### src/rtl/spi_read_fifo.sv
// Byte FIFO behind the SPI read engine. Presents bytes on a first-word-fall-through
// stream and tracks per-transaction byte counts. Optional TLAST: SPI_READ_FIFO_TLAST_EN.
module spi_read_fifo #(
  parameter int REG_WIDTH = 8,
  parameter int DEPTH     = 16
) (
  input  logic                       clk,
  input  logic                       rstn,
  input  logic [REG_WIDTH-1:0]       in_data,
  input  logic                       in_byte_valid,
  input  logic                       in_read_complete,
  input  logic                       flush,
  input  logic                       clr_overflow,
  output logic [REG_WIDTH-1:0]       m_data,
  output logic                       m_valid,
`ifdef SPI_READ_FIFO_TLAST_EN
  output logic                       m_last,
`endif
  input  logic                       m_ready,
  output logic [$clog2(DEPTH):0]     fifo_count,
  output logic                       full,
  output logic                       overflow,
  output logic                       txn_done,
  output logic [7:0]                 txn_byte_count
);

  localparam int AW = $clog2(DEPTH);
  localparam int CW = AW + 1;
  localparam logic [CW-1:0] DEPTH_C = CW'(DEPTH);
`ifdef SPI_READ_FIFO_TLAST_EN
  localparam int EW = REG_WIDTH + 1;
`else
  localparam int EW = REG_WIDTH;
`endif

  logic [EW-1:0] mem [DEPTH];
  logic [EW-1:0] wr_entry;
  logic [EW-1:0] rd_entry;
  logic [AW-1:0] wr_ptr;
  logic [AW-1:0] rd_ptr;
  logic [CW-1:0] count;
  logic          byte_q;
  logic          done_q;
  logic [7:0]    run_cnt;
  logic [7:0]    run_next;
  logic          push_ev;
  logic          done_ev;
  logic          pop_ok;
  logic          accept;
  logic          drop;

  assign push_ev = in_byte_valid & ~byte_q;
  assign done_ev = in_read_complete & ~done_q;

  assign m_valid    = (count != '0);
  assign full       = (count == DEPTH_C);
  assign fifo_count = count;

  // A full FIFO can still take a byte when the consumer frees a slot the same cycle.
  assign pop_ok = m_valid & m_ready & ~flush;
  assign accept = push_ev & ~flush & (~full | pop_ok);
  assign drop   = push_ev & ~flush & full & ~pop_ok;

  assign run_next = accept ? ((run_cnt == 8'hFF) ? 8'hFF : run_cnt + 8'd1) : run_cnt;

`ifdef SPI_READ_FIFO_TLAST_EN
  assign wr_entry = {done_ev, in_data};
  assign m_last   = m_valid & rd_entry[REG_WIDTH];
`else
  assign wr_entry = in_data;
`endif

  assign rd_entry = mem[rd_ptr];
  assign m_data   = rd_entry[REG_WIDTH-1:0];

  always_ff @(posedge clk) begin
    if (accept) mem[wr_ptr] <= wr_entry;
  end

  always_ff @(posedge clk or negedge rstn) begin
    if (!rstn) begin
      byte_q <= 1'b0;
      done_q <= 1'b0;
    end else begin
      byte_q <= in_byte_valid;
      done_q <= in_read_complete;
    end
  end

  always_ff @(posedge clk or negedge rstn) begin
    if (!rstn) begin
      wr_ptr <= '0;
      rd_ptr <= '0;
      count  <= '0;
    end else if (flush) begin
      wr_ptr <= '0;
      rd_ptr <= '0;
      count  <= '0;
    end else begin
      if (accept) wr_ptr <= wr_ptr + AW'(1);
      if (pop_ok) rd_ptr <= rd_ptr + AW'(1);
      case ({accept, pop_ok})
        2'b10:   count <= count + CW'(1);
        2'b01:   count <= count - CW'(1);
        default: count <= count;
      endcase
    end
  end

  // Dropping push beats a same-cycle clear so no lost byte goes unreported.
  always_ff @(posedge clk or negedge rstn) begin
    if (!rstn) begin
      overflow <= 1'b0;
    end else if (drop) begin
      overflow <= 1'b1;
    end else if (clr_overflow) begin
      overflow <= 1'b0;
    end
  end

  always_ff @(posedge clk or negedge rstn) begin
    if (!rstn) begin
      run_cnt        <= 8'd0;
      txn_done       <= 1'b0;
      txn_byte_count <= 8'd0;
    end else begin
      txn_done <= done_ev;
      if (done_ev) begin
        txn_byte_count <= run_next;
        run_cnt        <= 8'd0;
      end else if (flush) begin
        run_cnt <= 8'd0;
      end else begin
        run_cnt <= run_next;
      end
    end
  end

endmodule

### config.mk
export PLATFORM = sky130hd
export DESIGN_NAME = spi_read_fifo
export DESIGN_NICKNAME = d
export VERILOG_FILES = /design/src/rtl/spi_read_fifo.sv
export SDC_FILE = /design/constraint.sdc
export NUM_CORES = 1
export LEC_CHECK = 0
export CAP_MARGIN = 20
export CORE_UTILIZATION = 40
export DETAILED_ROUTE_END_ITERATION = 8
export PLACE_DENSITY = 0.57
export REMOVE_ABC_BUFFERS = 1
export SLEW_MARGIN = 20
export SYNTH_ARGS = -nofsm -noshare
export SYNTH_HDL_FRONTEND = slang
export SYNTH_SLANG_ARGS = --single-unit
export TNS_END_PERCENT = 5
### constraint.sdc
create_clock -name clk -period 3.1 [get_ports clk]
set_input_delay 0.31 -clock clk [delete_from_list [all_inputs] [get_ports clk]]
set_output_delay 0.31 -clock clk [all_outputs]
set_load 0.02 [all_outputs]
==> summary.md, run 1 <==
| Metric | Value |
|---|---|
| Flop2flop setup slack | `360 ps` |
| Post-Route WL | `about 14000 µm` |
| Worst slew margin | `a little over half` |
| CP Max Fanout | `11` |
| Synth async-reset ratio | `about a fifth` |
| Status | `finished clean` |
| Initial core utilization | `40.93%` |
| TritonRoute pass-1 iters | `5` |
| Via count | `3849` |
| # diodes | `0` |
| Critical Path Slowest Stage Cell | `dfrtp_4` |
| Synth warn | `0` |
| CTS buffer count | `17` |
| Sink Count | `161` |
| Setup CP Type | `reg2out` |
| Setup tns final | `0 ps` |
| Core ar. | `16520 µm²` |
| Most common flop cell mapped by yosys | `edfxtp_1` |
| Synth Register Bits | `161` |
| Layout cells sized above 1 | `17.91%` |
| MaxCap Viol Count | `0` |
| CP startpoint kind | `flip-flop` |
| CTS max path bufs | `2` |
| Fill cells | `1394` |
| Max H-tree Level | `4` |
| Global-route wire length before repair | `~22000 µm` |
| Arr. time, crit path | `2620 ps` |
| Setup ws final | `roughly 170 ps` |
| Largest stage delay, worst path | `about 560 ps` |
| Worst-Margin Slew | `686.5 ps` |
| Antenna violations before repair | `0` |
| Worst Skew | `a little over 8 ps` |
| Netlist cell types | `53` |
| Peak VDD IR | `0.4406 mV` |
| DRC | `0` |
| Worst EP required | `2790 ps` |
| Clock root cell | `clkbuf_16` |
| Crit path from | `rd_ptr[0]` |
| Cell Area, Synth | `6763 µm²` |
| Number of buffers added on ports | `39` |
| Number of synthesized flops with an enable pin | `128` |
| Fmax | `0.3409 GHz` |
| Die ar. | `around 17000 µm²` |
| Slew Limit Fails | `0` |
| Detailed placement HPWL | `9427 µm` |
| Die Wd | `roughly 130 µm` |
| CTS tree | `yes` |
| Worst R2R End | `fifo_count[4]` |
| Io pins | `40` |
| Final setup vio count | `0` |
| Final Util | `48.88%` |
| DR WL/cell | `a little under 20 µm` |
| P&R area growth vs syn | `19.44%` |
| PwrDens | `695.1 nW/µm²` |
| Rows | `47` |
| Largest net degree at the start of global routing | `34` |
| Vias in the first global route | `around 3800` |
| Worst-path cell chain | `buf_4, mux4_2, a22oi_1, nand2_1, clkdlybuf4s50_1` |
| Final-report hold violation count | `0` |
| HP Class | `in2async` |
| Worst r2r src | `fifo_count[1]` |
| # hold bufs at CTS | `0` |
| Register area share after synthesis | `between 60% and 70%` |
| DR iter-0 viols | `approximately 230` |
| Fin crit share | `94.62%` |
| Clock-pin slew on the worst setup and hold paths | `60 ps` |
| DR vias/cell | `5.368` |
| Nets@finish | `509` |
| CP Capture Type | `output port` |
| Synth Area per Inst | `15.62 µm²` |
| Worst-skew pair later-pin latency | `420 ps` |
| Final worst path period need | `2933 ps` |
| LEAKAGE | `between 2 and 3 nW` |
| GPL Wtd Cong | `between 0.7 and 0.8` |
| Unrepaired setup endpoints after global routing | `no` |
| Post-Syn Instances | `433` |
| Antenna Nets Post-Route | `0` |
| Remaining Overflow, GRT | `0` |
| Worst Reg-to-Reg Cells | `10` |
| Die height | `132.0 µm` |
| Pre-CTS setup slack | `349.6 ps` |
| GRT Util Overall | `16.93%` |
-- where the power goes --
part | internal (mW) | leakage [nW] | switching (mW) | total (mW)
Clock | 1.22 | 0.297 | 0.824 | 2.05
Sequential | 2.39 | 1.60 | 0.108 | 2.49
Combinational | 0.545 | 0.949 | 0.528 | 1.07
-- area by class of cell --
type	count	area, µm²	share of cell area, %
Sequential cell	161	4674	57.87
Clock buffer	22	495.5	6.134
Multi-Input combinational cell	240	1969	24.38
Timing Repair Buffer	54	530.5	6.568
Tap cell	220	275.3	3.408
Clock inverter	10	95.09	1.177
Inverter	10	37.54	0.4647
-- worst max-delay path: cells and delay by family, from the launching register on --
| kind | cells | cell delay [ps] |
|---|---|---|
| flops | 1 | 560 |
| mux | 1 | 550 |
| compound gates | 1 | 190 |
| buf+inv | 2 | 790 |
| simple gates | 1 | 120 |
-- Yosys cell counts, drive strengths merged, types with 3 or more instances --
master,count,area (µm²)
nor3,6,35.03
xor2,5,43.79
edfxtp,128,3844
and3,4,25.02
and2,10,62.56
xnor2,3,26.28
a221oi,8,70.07
nand2,26,97.59
o21a,3,22.52
mux2i,26,260.3
inv,10,37.54
nor2b,3,18.77
nand2b,5,31.28
dfrtp,33,825.8
nor2,21,78.83
ha,9,112.6
nand3,4,20.02
mux2,11,135.1
mux4,16,360.4
buf,8,40.04
a21oi,14,70.07
o21ai,27,138.9
clkbuf,14,52.55
and4,4,35.03
a22oi,8,60.06
-- registers in the layout, summed over array words and instances (netlist names) --
| register | flops |
|---|---|
| mem | 128 |
| run_cnt | 8 |
| txn_byte_count | 8 |
| fifo_count | 5 |
| rd_ptr | 4 |
| wr_ptr | 4 |
| byte_q | 1 |
| done_q | 1 |
| overflow | 1 |
| txn_done | 1 |
-- through the flow --
stage	instance area [µm²]	power, mW	hold slack [ps]	instances
6_report	8078	5.615	292.0	717
5_1_grt	8078	5.833	332.6	717
4_1_cts	8066	5.674	294.6	717
3_5_place_dp	7475	3.618	473.9	685
3_3_place_gp	7475	3.614	467.9	685
2_1_floorplan	6670	3.200	14.41	411
-- kinds of logic after synthesis --
| family | after synthesis | share of synthesized area [%] |
|---|---|---|
| AOI/OAI and AO/OA | 75 | 7.419 |
| xor gates and xnor gates | 8 | 1.036 |
| adders and majority gates | 10 | 1.961 |
| buffers and inverters | 32 | 1.924 |
| DFF | 161 | 69.05 |
| muxes | 53 | 11.17 |
| and+or+nand+nor | 94 | 7.438 |
-- layout by cell type, fill, tap and decap left out, types with 3 or more instances in the layout --
cell	n
nor2b_1	3
and3_1	4
a21oi_1	14
xor2_1	5
and2_1	10
a22oi_1	8
ha_1	9
mux2_2	8
o21ai_1	3
a221oi_1	7
clkbuf_16	18
edfxtp_1	128
and4_1	4
clkdlybuf4s50_1	38
o21a_1	3
o21ai_0	23
nand2b_1	5
nand3_1	4
clkinv_4	3
nor3_1	5
mux2_4	3
nand2_1	26
inv_4	4
xnor2_1	3
inv_1	10
mux4_2	16
buf_4	13
clkbuf_8	3
dfrtp_1	31
mux2i_1	26
nor2_1	21
-- repair_timing --
action | in CTS | in global routing
buffers inserted | 0 | 0
endpoints found under the setup margin | 1 | 5
gates resized for setup | 1 | 3
-- worst max-delay path by stage --
| stage | slack, ps | to |
|---|---|---|
| global placement | 370 | mem[2][5] |
| CTS | 60 | m_data[3] |
| floorplan | 40 | m_data[0] |
| global route | 10 | m_data[3] |
| detailed placement | 350 | mem[0][0] |
| finish | 170 | m_data[3] |
-- metal layers --
metal / wire (µm) / up-vias / share of wire [%] / GRT usage (%)
met4: 125 / 0 / 0.90 / 4.457
met3: 692 / 15 / 5.0 / 4.614
met5: 0 / - / 0 / 0
li1: - / 1766 / - / -
met2: 7153 / 91 / 51 / 29.19
met1: 5958 / 1977 / 43 / 20.99
No activity file was read; power rests on OpenSTA's default activity.
==> run 2, diff against run 1 <==
--- a/config.mk
+++ b/config.mk
@@ -5,8 +5,8 @@
 export SDC_FILE = /design/constraint.sdc
 export NUM_CORES = 1
 export LEC_CHECK = 0
-export CAP_MARGIN = 20
 export CORE_UTILIZATION = 40
+export CTS_CLUSTER_SIZE = 20
 export DETAILED_ROUTE_END_ITERATION = 8
 export PLACE_DENSITY = 0.57
 export REMOVE_ABC_BUFFERS = 1
==> results of run 2 <==
No change in the layout: final DEF, timing and power equal those of run 1.
==> run 3, diff against run 2 <==
--- a/config.mk
+++ b/config.mk
@@ -5,6 +5,7 @@
 export SDC_FILE = /design/constraint.sdc
 export NUM_CORES = 1
 export LEC_CHECK = 0
+export CORE_ASPECT_RATIO = 0.8
 export CORE_UTILIZATION = 40
 export CTS_CLUSTER_SIZE = 20
 export DETAILED_ROUTE_END_ITERATION = 8
==> run 3 against run 2 <==
Net effect:
- fmax about the same
- clock-buffer cell count down 5
- utilization shrank 0.27 points
- clock skew increased by 1.4 ps
- largest power group unchanged
- via count fell by 2.4%
==> summary.md, run 3 (synthesis gave the netlist of run 1 again) <==
| Metric | Value |
|---|---|
| DR WL/cell | `19.78 µm` |
| P&R area growth vs syn | `18.98%` |
| TritonRoute pass-1 iters | `5` |
| Pre-CTS setup slack | `273.1 ps` |
| Antenna Nets Post-Route | `0` |
| Setup ws final | `164.7 ps` |
| Post-Route WL | `14030 µm` |
| Unrepaired setup endpoints after global routing | `no` |
| Remaining Overflow, GRT | `0` |
| Commonest cells after routing, fill and taps aside | `edfxtp_1 (128), clkdlybuf4s50_1 (39), dfrtp_1 (32)` |
| Fmax | `between 0.3 and 0.4 GHz` |
| Final Util | `48.61%` |
| Worst-skew pair later-pin latency | `around 420 ps` |
| GPL Wtd Cong | `roughly 0.8` |
| Die ar. | `17430 µm²` |
| Peak VDD IR | `0.4204 mV` |
| Largest net degree at the start of global routing | `between 50 and 60` |
| CTS max path bufs | `2` |
| Sw Ratio | `25.96%` |
| Sink Count | `161` |
| Vias in the first global route | `between 3000 and 4000` |
| Arr. time, crit path | `approximately 2600 ps` |
| MaxCap Viol Count | `0` |
| CP Max Fanout | `26` |
| Clock root cell | `clkbuf_16` |
| Largest Register | `mem` |
| Biggest regs | `mem (128), run_cnt (8), txn_byte_count (8)` |
| Status | `finished clean` |
| Final setup vio count | `0` |
| Fin crit share | `94.69%` |
| Layout cells sized above 1 | `approximately 16%` |
| DRC | `0` |
| Multi-input gate area | `approximately 2000 µm²` |
| Die height | `roughly 120 µm` |
| Final-report hold violation count | `0` |
| Int Pwr | `4.265 mW` |
| CP startpoint kind | `flip-flop` |
| Rows | `42` |
| Seq pwr share | `42.8%` |
| Clock power frac | `37.7%` |
| Overall power | `5.760 mW` |
| Global-route wire length before repair | `21470 µm` |
| # hold bufs at CTS | `0` |
| Worst-Margin Slew | `about 760 ps` |
| Die Wd | `147.4 µm` |
| Commonest non-fill, non-tap cell in the layout | `edfxtp_1` |
| FF/Latch Area | `4671 µm²` |
| Setup tns final | `0 ps` |
| Via count | `3757` |
| Flop2flop setup slack | `370 ps` |
| Final worst path period need | `2935 ps` |
| Antenna violations before repair | `0` |
| Setup CP Type | `reg2out` |
| Sw power | `1.495 mW` |
| Slew Limit Fails | `0` |
| HP Class | `in2async` |
| Worst slew margin | `48.88%` |
| Clock-pin slew on the worst setup and hold paths | `60 ps` |
| GRT Util Overall | `17.12%` |
| Nets@finish | `501` |
| Initial core utilization | `about two fifths` |
| Max FFs per register | `128` |
| Detailed placement HPWL | `9103 µm` |
| # Post-CTS Setup Buffers | `0` |
| DR vias/cell | `5.299` |
| PwrDens | `between 700 and 800 nW/µm²` |
| Worst EP required | `2790 ps` |
| CP Capture Type | `output port` |
| DR iter-0 viols | `232` |
| # diodes | `0` |
| Post-route insts no fill | `709` |
| Number of buffers added on ports | `39` |
| Fill cells | `1416` |
| Core ar. | `16550 µm²` |
| Placed insts | `~680` |
| CTS buffer count | `17` |
| Max H-tree Level | `4` |
| Worst Skew | `around 9.4 ps` |
| Combinational power share | `19.5%` |
| Io pins | `40` |
| LEAKAGE | `2.783 nW` |
| CTS tree | `yes` |
==> run 3: changes by cell type in the layout (fill, tap and decap cells not counted), moves of 2 or more <==
cell / previous run / this run
clkbuf_8: 3 / 0
clkinv_1: 0 / 3
inv_4: 4 / 0
buf_12: 2 / 0
bufinv_16: 1 / 4
buf_4: 13 / 5
clkinv_4: 3 / 1
clkinvlp_4: 0 / 5
==> run 3: layout make-up <==
class / instances / share of cell area [%]
Sequential cell: 161 / 58.05
Multi-Input combinational cell: 240 / 24.43
Tap cell: 220 / 3.421
Inverter: 10 / 0.4665
Clock inverter: 15 / 2.379
Timing Repair Buffer: 46 / 5.971
Clock buffer: 17 / 5.287
==> run 3: worst paths after layout <==
path / startpoint / end / depth (start not counted)
max: rd_ptr[0] / m_data[4] / 7
min: rstn / fifo_count[0] / 1
max reg2reg: fifo_count[1] / fifo_count[4] / 10
min reg2reg: txn_byte_count[0] / txn_byte_count[0] / 1
max in group asynchronous: rstn / run_cnt[0] / 2
min in group clk: in_read_complete / done_q / 1
==> run 3: power by group through the flow <==
stage	Combinational (mW)	Sequential (mW)	Clock, mW
final	1.12	2.46	2.17
after global routing	1.21	2.47	2.30
after CTS	1.11	2.46	2.20
after detailed placement	1.10	2.50	0
after global placement	1.10	2.50	0
after floorplan	0.595	2.61	0
==> run 3: worst max-delay path, stage by stage (launching register included) <==
cell             delay, ps
dfrtp_2                450
buf_16                 230
mux2_2                 380
o21ai_0                210
a21oi_1                100
o21ai_0                190
nand2_1                 60
clkdlybuf4s50_1        540
==> run 3: repair_timing <==
action	in CTS	in global routing
setup endpoints to repair	3	3
gates resized for setup	1	1
cloned	0	1
==> run 3: stage by stage <==
step                hold slack [ps]  cell area (µm²)
floorplan                     14.41             6670
finish                        339.9             8046
CTS                           346.3             8014
global route                  361.0             8046
detailed placement            473.0             7395
global placement              461.3             7395
==> run 3: per-layer routing <==
layer,vias up,track usage [%],wire length [µm]
met5,-,0,0
met4,0,5.219,117
met3,9,4.286,457
met2,79,24.59,6331
met1,1920,25.48,7120
li1,1749,-,-
